File: config.mk
export PLATFORM = sky130hd
export DESIGN_NAME = fetch_stage
export DESIGN_NICKNAME = d
export VERILOG_FILES = /design/src/rtl/fetch_pkg.sv /design/src/rtl/fetch_stage_if_id_reg.sv /design/src/rtl/fetch_stage.sv
export SDC_FILE = /design/constraint.sdc
export NUM_CORES = 1
export LEC_CHECK = 0
export BUFFER_PORTS_ARGS = -buffer_cell sky130_fd_sc_hd__buf_2
export CAP_MARGIN = 15
export CORE_MARGIN = 1.5
export CORE_UTILIZATION = 54
export CTS_BUF_LIST = sky130_fd_sc_hd__clkbuf_4
export DETAILED_ROUTE_END_ITERATION = 8
export HOLD_SLACK_MARGIN = 0.03
export PLACE_DENSITY_LB_ADDON = 0.08
export SLEW_MARGIN = 20
export SYNTH_ARGS = -nofsm -noshare
export SYNTH_HDL_FRONTEND = slang
export SYNTH_SLANG_ARGS = --single-unit
File: constraint.sdc
create_clock -name clk -period 2.4 [get_ports clk]
set_input_delay 0.36 -clock clk [delete_from_list [all_inputs] [get_ports clk]]
set_output_delay 0.36 -clock clk [all_outputs]
set_load 0.05 [all_outputs]
File: src/rtl/fetch_pkg.sv
// fetch_pkg: shared constants and FSM encoding for the instruction-fetch stage
package fetch_pkg;
  localparam logic [31:0] NOP_INSTR        = 32'h0000_0013;
  localparam logic [31:0] DEFAULT_RESET_PC = 32'h0000_0000;
  typedef enum logic [1:0] {ISSUE, WAIT, HOLD, DROP} fetch_state_t;
endpackage

File: src/rtl/fetch_stage_if_id_reg.sv
// if_id_reg: IF/ID pipeline register; bubble beats load, hold keeps contents
module if_id_reg
  import fetch_pkg::*;
#(
  parameter int WIDTH = 32
) (
  input  logic             clk,
  input  logic             rst,
  input  logic             load,
  input  logic             bubble,
  input  logic             hold,
  input  logic [31:0]      instr_in,
  input  logic [WIDTH-1:0] pc_in,
  input  logic [WIDTH-1:0] pcplus4_in,
  output logic [31:0]      instr_D,
  output logic [WIDTH-1:0] pc_D,
  output logic [WIDTH-1:0] pcplus4_D,
  output logic             valid_D
);
  logic [31:0]      instr_q, instr_d;
  logic [WIDTH-1:0] pc_q, pc_d, pc4_q, pc4_d;
  logic             valid_q, valid_d, wr;
  always_comb begin
    wr      = load & ~hold & ~bubble;
    instr_d = bubble ? NOP_INSTR : wr ? instr_in : instr_q;
    valid_d = bubble ? 1'b0 : wr ? 1'b1 : valid_q;
    pc_d    = wr ? pc_in : pc_q;
    pc4_d   = wr ? pcplus4_in : pc4_q;
  end
  always_ff @(posedge clk) begin
    if (rst) begin
      instr_q <= NOP_INSTR;
      pc_q    <= '0;
      pc4_q   <= '0;
      valid_q <= 1'b0;
    end else begin
      instr_q <= instr_d;
      pc_q    <= pc_d;
      pc4_q   <= pc4_d;
      valid_q <= valid_d;
    end
  end
  assign instr_D   = instr_q;
  assign pc_D      = pc_q;
  assign pcplus4_D = pc4_q;
  assign valid_D   = valid_q;
endmodule

File: src/rtl/fetch_stage.sv
// fetch_stage: PC, single-outstanding imem request FSM and IF/ID capture.
// FETCH_PERF_EN adds perf_fetch_cnt / perf_bubble_cnt counters.
module fetch_stage
  import fetch_pkg::*;
#(
  parameter int               WIDTH    = 32,
  parameter logic [WIDTH-1:0] RESET_PC = WIDTH'(DEFAULT_RESET_PC)
) (
  input  logic             clk,
  input  logic             rst,
  input  logic             stall_D,
  input  logic             flush_D,
  input  logic             pc_src_E,
  input  logic [WIDTH-1:0] pc_target_E,
  output logic             imem_req,
  output logic [WIDTH-1:0] imem_addr,
  input  logic [31:0]      imem_rdata,
  input  logic             imem_rvalid,
  output logic [31:0]      instr_D,
  output logic [WIDTH-1:0] pc_D,
  output logic [WIDTH-1:0] pcplus4_D,
  output logic             valid_D
`ifdef FETCH_PERF_EN
  ,
  output logic [31:0]      perf_fetch_cnt,
  output logic [31:0]      perf_bubble_cnt
`endif
);
  fetch_state_t     state_q, state_d;
  logic [WIDTH-1:0] pc_q, pc_d, pc_plus4;
  logic [31:0]      skid_q, skid_d, ld_instr;
  logic             load, bubble, hold;
  assign pc_plus4  = pc_q + WIDTH'(4);
  assign imem_req  = (state_q == ISSUE) & ~rst & ~pc_src_E;
  assign imem_addr = pc_q;
  always_comb begin
    state_d  = state_q;
    pc_d     = pc_q;
    skid_d   = skid_q;
    ld_instr = imem_rdata;
    load     = 1'b0;
    if (pc_src_E) begin
      pc_d    = {pc_target_E[WIDTH-1:2], 2'b00};
      state_d = ((state_q == WAIT) || (state_q == DROP)) && !imem_rvalid ? DROP : ISSUE;
    end else begin
      case (state_q)
        ISSUE: state_d = WAIT;
        WAIT: begin
          if (imem_rvalid) begin
            // a flushed response is squashed but its slot in the stream is consumed
            if (flush_D) begin
              pc_d    = pc_plus4;
              state_d = ISSUE;
            end else if (stall_D) begin
              skid_d  = imem_rdata;
              state_d = HOLD;
            end else begin
              load    = 1'b1;
              pc_d    = pc_plus4;
              state_d = ISSUE;
            end
          end
        end
        HOLD: begin
          if (!stall_D) begin
            load     = !flush_D;
            ld_instr = skid_q;
            pc_d     = pc_plus4;
            state_d  = ISSUE;
          end
        end
        DROP: state_d = imem_rvalid ? ISSUE : DROP;
      endcase
    end
    hold   = stall_D & ~pc_src_E & ~flush_D;
    bubble = pc_src_E | flush_D | (~stall_D & ~load);
  end
  always_ff @(posedge clk) begin
    if (rst) begin
      state_q <= ISSUE;
      pc_q    <= RESET_PC;
      skid_q  <= '0;
    end else begin
      state_q <= state_d;
      pc_q    <= pc_d;
      skid_q  <= skid_d;
    end
  end
  if_id_reg #(.WIDTH(WIDTH)) u_if_id (
    .clk       (clk),
    .rst       (rst),
    .load      (load),
    .bubble    (bubble),
    .hold      (hold),
    .instr_in  (ld_instr),
    .pc_in     (pc_q),
    .pcplus4_in(pc_plus4),
    .instr_D   (instr_D),
    .pc_D      (pc_D),
    .pcplus4_D (pcplus4_D),
    .valid_D   (valid_D)
  );
`ifdef FETCH_PERF_EN
  logic [31:0] fetch_cnt_q, fetch_cnt_d, bubble_cnt_q, bubble_cnt_d;
  always_comb begin
    fetch_cnt_d  = fetch_cnt_q + {31'd0, load};
    bubble_cnt_d = bubble_cnt_q + {31'd0, bubble & ~stall_D};
  end
  always_ff @(posedge clk) begin
    if (rst) begin
      fetch_cnt_q  <= '0;
      bubble_cnt_q <= '0;
    end else begin
      fetch_cnt_q  <= fetch_cnt_d;
      bubble_cnt_q <= bubble_cnt_d;
    end
  end
  assign perf_fetch_cnt  = fetch_cnt_q;
  assign perf_bubble_cnt = bubble_cnt_q;
`endif
endmodule

# [After elaboration in Yosys (flattened, before gate mapping)]
# Index checks and enable logic that the tools add are counted.
[totals] regBits=163 latchBits=0 ramBits=0 mem_bits_ro=0 inputBits=70 out_inout_bits=130 elab_cells=66 mem_count=0
[op_classes] addsub=1 n_mul=0 div=0 n_lt_le_gt_ge=0 n_eq_ne=6 shift=0 n_mux=22 bitwise=16 n_reduce_logical=13
[op_table] op="32-bit two-way mux" n=7
[op_table] op="32-bit one-hot mux with 2 select lines" n=1
[op_table] op="32-bit by 3-bit adder with 32-bit output, second input constant" n=1
[op_table] op="2-bit two-way mux" n=7
[op_table] op="2-bit one-hot mux with 4 select lines" n=1
[op_table] op="1-bit bitwise AND" n=7
[op_table] op="1-bit inverter" n=7
[op_table] op="3-bit inequality test, second input constant" n=2
[op_table] op="2-bit AND reduction" n=3
[op_table] op="1-bit two-way mux" n=5
[op_table] op="2-bit == test, second input constant" n=2
[op_table] op="4-bit AND reduction" n=1
[op_table] op="2-bit OR reduction" n=2
[op_table] op="3-bit nonzero test" n=1
[op_table] op="2-bit by 1-bit == test with 1-bit output, second input constant" n=1
[op_table] op="1-bit logical NOT" n=2
[op_table] op="2-bit logical NOT" n=1
[op_table] op="2-bit inequality test, second input constant" n=1
[op_table] op="1-bit bitwise OR" n=2
[op_table] op="1-bit one-hot mux with 2 select lines" n=1
[op_table] op="2-bit nonzero test" n=1
[op_table] op="1-bit logical AND" n=1
[op_table] op="1-bit logical OR" n=1

# [Logic depth before layout (Yosys ltp)]
[depth] depth_word=10 depth_mapped=11 depth_no_buf=7

# [Cells and area by module]
# A second synthesis with hierarchy kept.
[hier_totals] cells_unflattened=889 hier_area_um2=7214.4
[modules_own_cells] mod="fetch_stage" n_inst=1 cells_each=465 area_each_um2=3823.7 seq_area_each_um2=1281.2
[modules_own_cells] mod="if_id_reg" n_inst=1 cells_each=424 area_each_um2=3390.8 seq_area_each_um2=1941.9

# [Worst setup path before layout]
# Ideal clock, no wire load.
[synth_timing] path_type="reg2reg" start="register pc_q[2] (netlist: imem_addr[2])" end="register u_if_id.pc4_q[18] (netlist: u_if_id.pcplus4_D[18])" setup_time_ns=0.079 t_arrival_ns=2.085 required_ns=2.321 path_slack_ns=0.235 stages_incl_launch_ff=6 n_path_buf=0 synth_period_minus_slack_ns=2.165 path_cell_list="dfxtp_1 > ha_1 > nand2_4 > or4_4 > xor2_1 > a211oi_2"
[synth_via] elab_chain_len=1
[synth_rtl] element="from (decl)" line="fetch_stage.sv:30" text="logic [WIDTH-1:0] pc_q, pc_d, pc_plus4;"
[synth_rtl] element="from (signal assigned)" line="fetch_stage.sv:85" text="pc_q <= pc_d;"
[synth_rtl] element="32-bit by 3-bit adder with 32-bit output" line="fetch_stage.sv:33" text="assign pc_plus4 = pc_q + WIDTH'(4);"
[synth_rtl] element="to (signal assigned)" line="fetch_stage_if_id_reg.sv:39" text="pc4_q <= pc4_d;"
[synth_rtl] element="to (decl)" line="fetch_stage_if_id_reg.sv:21" text="logic [WIDTH-1:0] pc_q, pc_d, pc4_q, pc4_d;"
# No other way between the ends.
# A chain may end at the register's enable or synchronous reset.

# [Worst setup path in the final report]
[layout_timing] start="register state_q[0]" end="register pc_q[21] (netlist: imem_addr[21])"
[layout_via] elab_chain_len=3 elab_cells_between_ends=7 classes_between="eq/ne: 3; mux: 2; reduce/logical: 2"
[layout_rtl] element="from (decl)" line="fetch_stage.sv:29" text="fetch_state_t state_q, state_d;"
[layout_rtl] element="from (signal assigned)" line="fetch_stage.sv:84" text="state_q <= state_d;"
[layout_rtl] element="2-bit == test / 2-bit by 1-bit == test with 1-bit output (equally long branches)" line="fetch_stage.sv:46" text="case (state_q)"
[layout_rtl] element="32-bit one-hot mux with 2 select lines, or another cell as far along" line="fetch_stage.sv:46"
[layout_rtl] element="32-bit two-way mux / 2-bit AND reduction (equally long branches)"
# Parallel ways exist; a longest one is shown, timed or not.

==> impl_metrics.toml <==
[detailed_routing]
drt-pass1-iter-count = 5
drc = 0
wl_um = 18800
ant_nets = 0
wire_per_inst_um = 15.0
route.detailed.vias_per_inst = 5.40
vias = 6736
first_iter_violations = 524

[sta]
fin_crit_sh = 0.906
timing.fmax_mhz = 460
rsz0062_at_grt = "no"
setup_tns_ns = 0
period_needed_ns = 2.17
hold_viol = 0
drv_slew = 0
slew_headroom = 0.619
setup_viol = 0
worst_clock_skew_ns = 0.0154
worstMarginPinSlew_ns = 0.571

[grt]
grt_pass1_vias = 6040
grt_max_degree = 119
overflow = 0
antenna_found_initial = 0
grt_pass1_wl_um = 30300
grt_usage = 0.265

[synthesis]
synth_area_per_cell_um2 = 8.48
synth_async_sr_flop_share = 0
yosysSeqAreaShare = 0.432
synth.distinct_cells = 67
synth-main-ff-cell = "dfxtp_1"
synth_edf_count = 0
synth_warnings = 0
ys_seq_elements = 157
yosysTopAreaCell = "dfxtp_1"
synth_area_leaders = "dfxtp_1, nand2_1, a211oi_1, a21oi_1, mux2i_1"
synth_top_cell_area_share = 0.432
synthCells = 858
syn_area_um2 = 7270

[setup_path]
worstPathCellList = "inv_1 > ha_1 > nand2b_1 > a21o_1 > buf_12 > nor4_2 > xnor2_1 > a211oi_2"
critPathSlowestCell = "dfxtp_1"
r2r_cells = 8
worst_ep_required_time_ns = 2.90
critPathTopFamily = "simple AND/OR/NAND/NOR gates"
critPathLaunchType = "flop"
worst-path-buf-inv = 2
worstSetupPathType = "reg2reg"
cp.depth = 8
cp-end-kind = "flop"
cp_slowest_stage_delay_ns = 0.38
cp.arrival_ns = 2.67
path_max_fanout = 14

[power]
intPower_w = 0.00361
power_w = 0.00505
p_leak_nw = 3.49
power_density_nw_per_um2 = 558
p_seq_frac = 0.538
combPwrFrac = 0.141
switchingPower_w = 0.00145
vdd_drop_max_v = 0.000399
swShare = 0.286
pwr-share-clk = 0.320

[floorplan]
rows = 42
die_area_um2 = 14200
io_pins = 200
start_util = 0.552
fp.coreArea_um2 = 13200
die_width_um = 119
fp.dieH_um = 119

[clock_tree]
cts.htree.levels = 4
numCtsBuffers = 17
clk_latency_ns = 0.57
cts_num_sinks = 157
tritoncts = "built"
path_clk_slew_ns = 0.13
cts_resized = 0
root_buffer = "clkbuf_4"
cts_buffer_depth = 2

[finish]
regArea_um2 = 3140
design_area_um2 = 9050
multi_input_area_um2 = 3710
num-nets-final = 1137
fillCellCount = 1153
syn_to_final_growth_pct = 24.4
antenna_cells = 0
drive_above_1_share = 0.262

[placed_design]
dp.final_hpwl_um = 12400
placed_area_um2 = 8400
gp_congestion = 0.846
portBuffers = 191

[outcome]
status = "complete, no violations"

[run]
maxCapViolations = 0

[worst_hold_path]
hold_class = "in2reg"
hold_depth = 3
[cell families (layout without fill, tap and decap cells)]
kind of cell	after synthesis	in the layout	synth area share
DFF	157	157	0.432
adders and majority gates	6	6	0.0103
and+or+nand+nor	331	331	0.221
AOI/OAI and AO/OA	200	200	0.180
xor gates and xnor gates	37	37	0.0445
buffers and inverters	91	300	0.0631
muxes	35	35	0.0482
other	1	6	0.000516
[synth_stat cells (5+ instances only)]
master and number:
xnor2_1 25, nand4_1 8, buf_2 12, buf_6 5, clkbuf_1 44, inv_1 9
nand3_1 17, a21oi_1 79, o21ai_0 14, nand2_1 150, nor2_1 91, xor2_1 12
nor4_2 8, mux2i_1 35, dfxtp_1 157, buf_4 13, and2_1 5, a211oi_1 65
ha_1 6, nor3_1 17
[sequential cells by signal, summed over array words and instances (netlist names)]
register,cells
state_q,2
u_if_id.pc_D,30
skid_q,32
imem_addr,30
u_if_id.valid_D,1
u_if_id.instr_D,32
u_if_id.pcplus4_D,30
[layer usage]
metal	track usage	vias up	wire, um
met1	0.368	3106	8970
met4	0.100	0	434
met3	0.0589	32	1090
met2	0.404	202	8280
met5	0	-	0
li1	-	3396	-
[tightest hold or removal path: cells and delay by family]
| kind | cells | cell delay [ns] |
|---|---|---|
| and+or+nand+nor | 1 | 0.08 |
| buffers and inverters | 1 | 0.09 |
| AOI/OAI and AO/OA | 1 | 0.05 |
[cell type report]
| class | count | area share |
|---|---|---|
| clock buffers | 17 | 0.0141 |
| clock inverters | 13 | 0.0167 |
| inverters | 11 | 0.00456 |
| multi-input cells | 615 | 0.409 |
| flip-flops and latches | 157 | 0.347 |
| well taps | 176 | 0.0243 |
| repair buffers | 259 | 0.184 |
[through the flow]
step                hold slack (ns)  setup slack, ns  std cells  utilization
floorplan                     0.436            0.235        863            -
global route                 0.0403           0.0393       1248        0.686
detailed placement            0.444            0.276       1181        0.637
finish                       0.0647            0.225       1248        0.686
CTS                          0.0325            0.222       1248        0.686
global placement              0.439            0.343       1181        0.637
[power by group through the flow]
stage | Clock, W | Sequential [W] | Combinational, W
finish | 0.00162 | 0.00272 | 0.000714
global route | 0.00176 | 0.00273 | 0.000768
CTS | 0.00165 | 0.00272 | 0.000711
detailed placement | 0 | 0.00278 | 0.000661
global placement | 0 | 0.00278 | 0.000656
floorplan | 0 | 0.00290 | 0.000336
[path summary, 6_finish.rpt]
path                    start                to  slack, ns
min           pc_target_E[22]     imem_addr[22]       0.06
min reg2reg  u_if_id.pc_D[24]  u_if_id.pc_D[24]       0.46
max reg2reg        state_q[0]     imem_addr[21]       0.23
max                state_q[0]     imem_addr[21]       0.23
[repair_timing]
| action | CTS | global route |
|---|---|---|
| buffers inserted | 0 | 0 |
| endpoints found under the setup margin | 0 | 0 |
| endpoints found under the hold margin | 37 | 0 |
| hold buffers | 37 | 0 |
[cell usage in the layout (no fill, tap or decap), types with 5 or more instances in the layout]
cell and count:
a211oi_1 65, a21oi_1 79, and2_1 5, buf_12 8, buf_2 190, buf_4 24, clkbuf_4 17, clkinv_1 5
conb_1 6, dfxtp_1 157, dlygate4sd3_1 37, ha_1 6, inv_1 9, mux2i_1 35, nand2_1 150, nand3_1 17
nand4_1 8, nor2_1 90, nor3_1 17, nor4_2 8, o21ai_0 14, xnor2_1 25, xor2_1 12
Power figures use the tool's default switching activity.
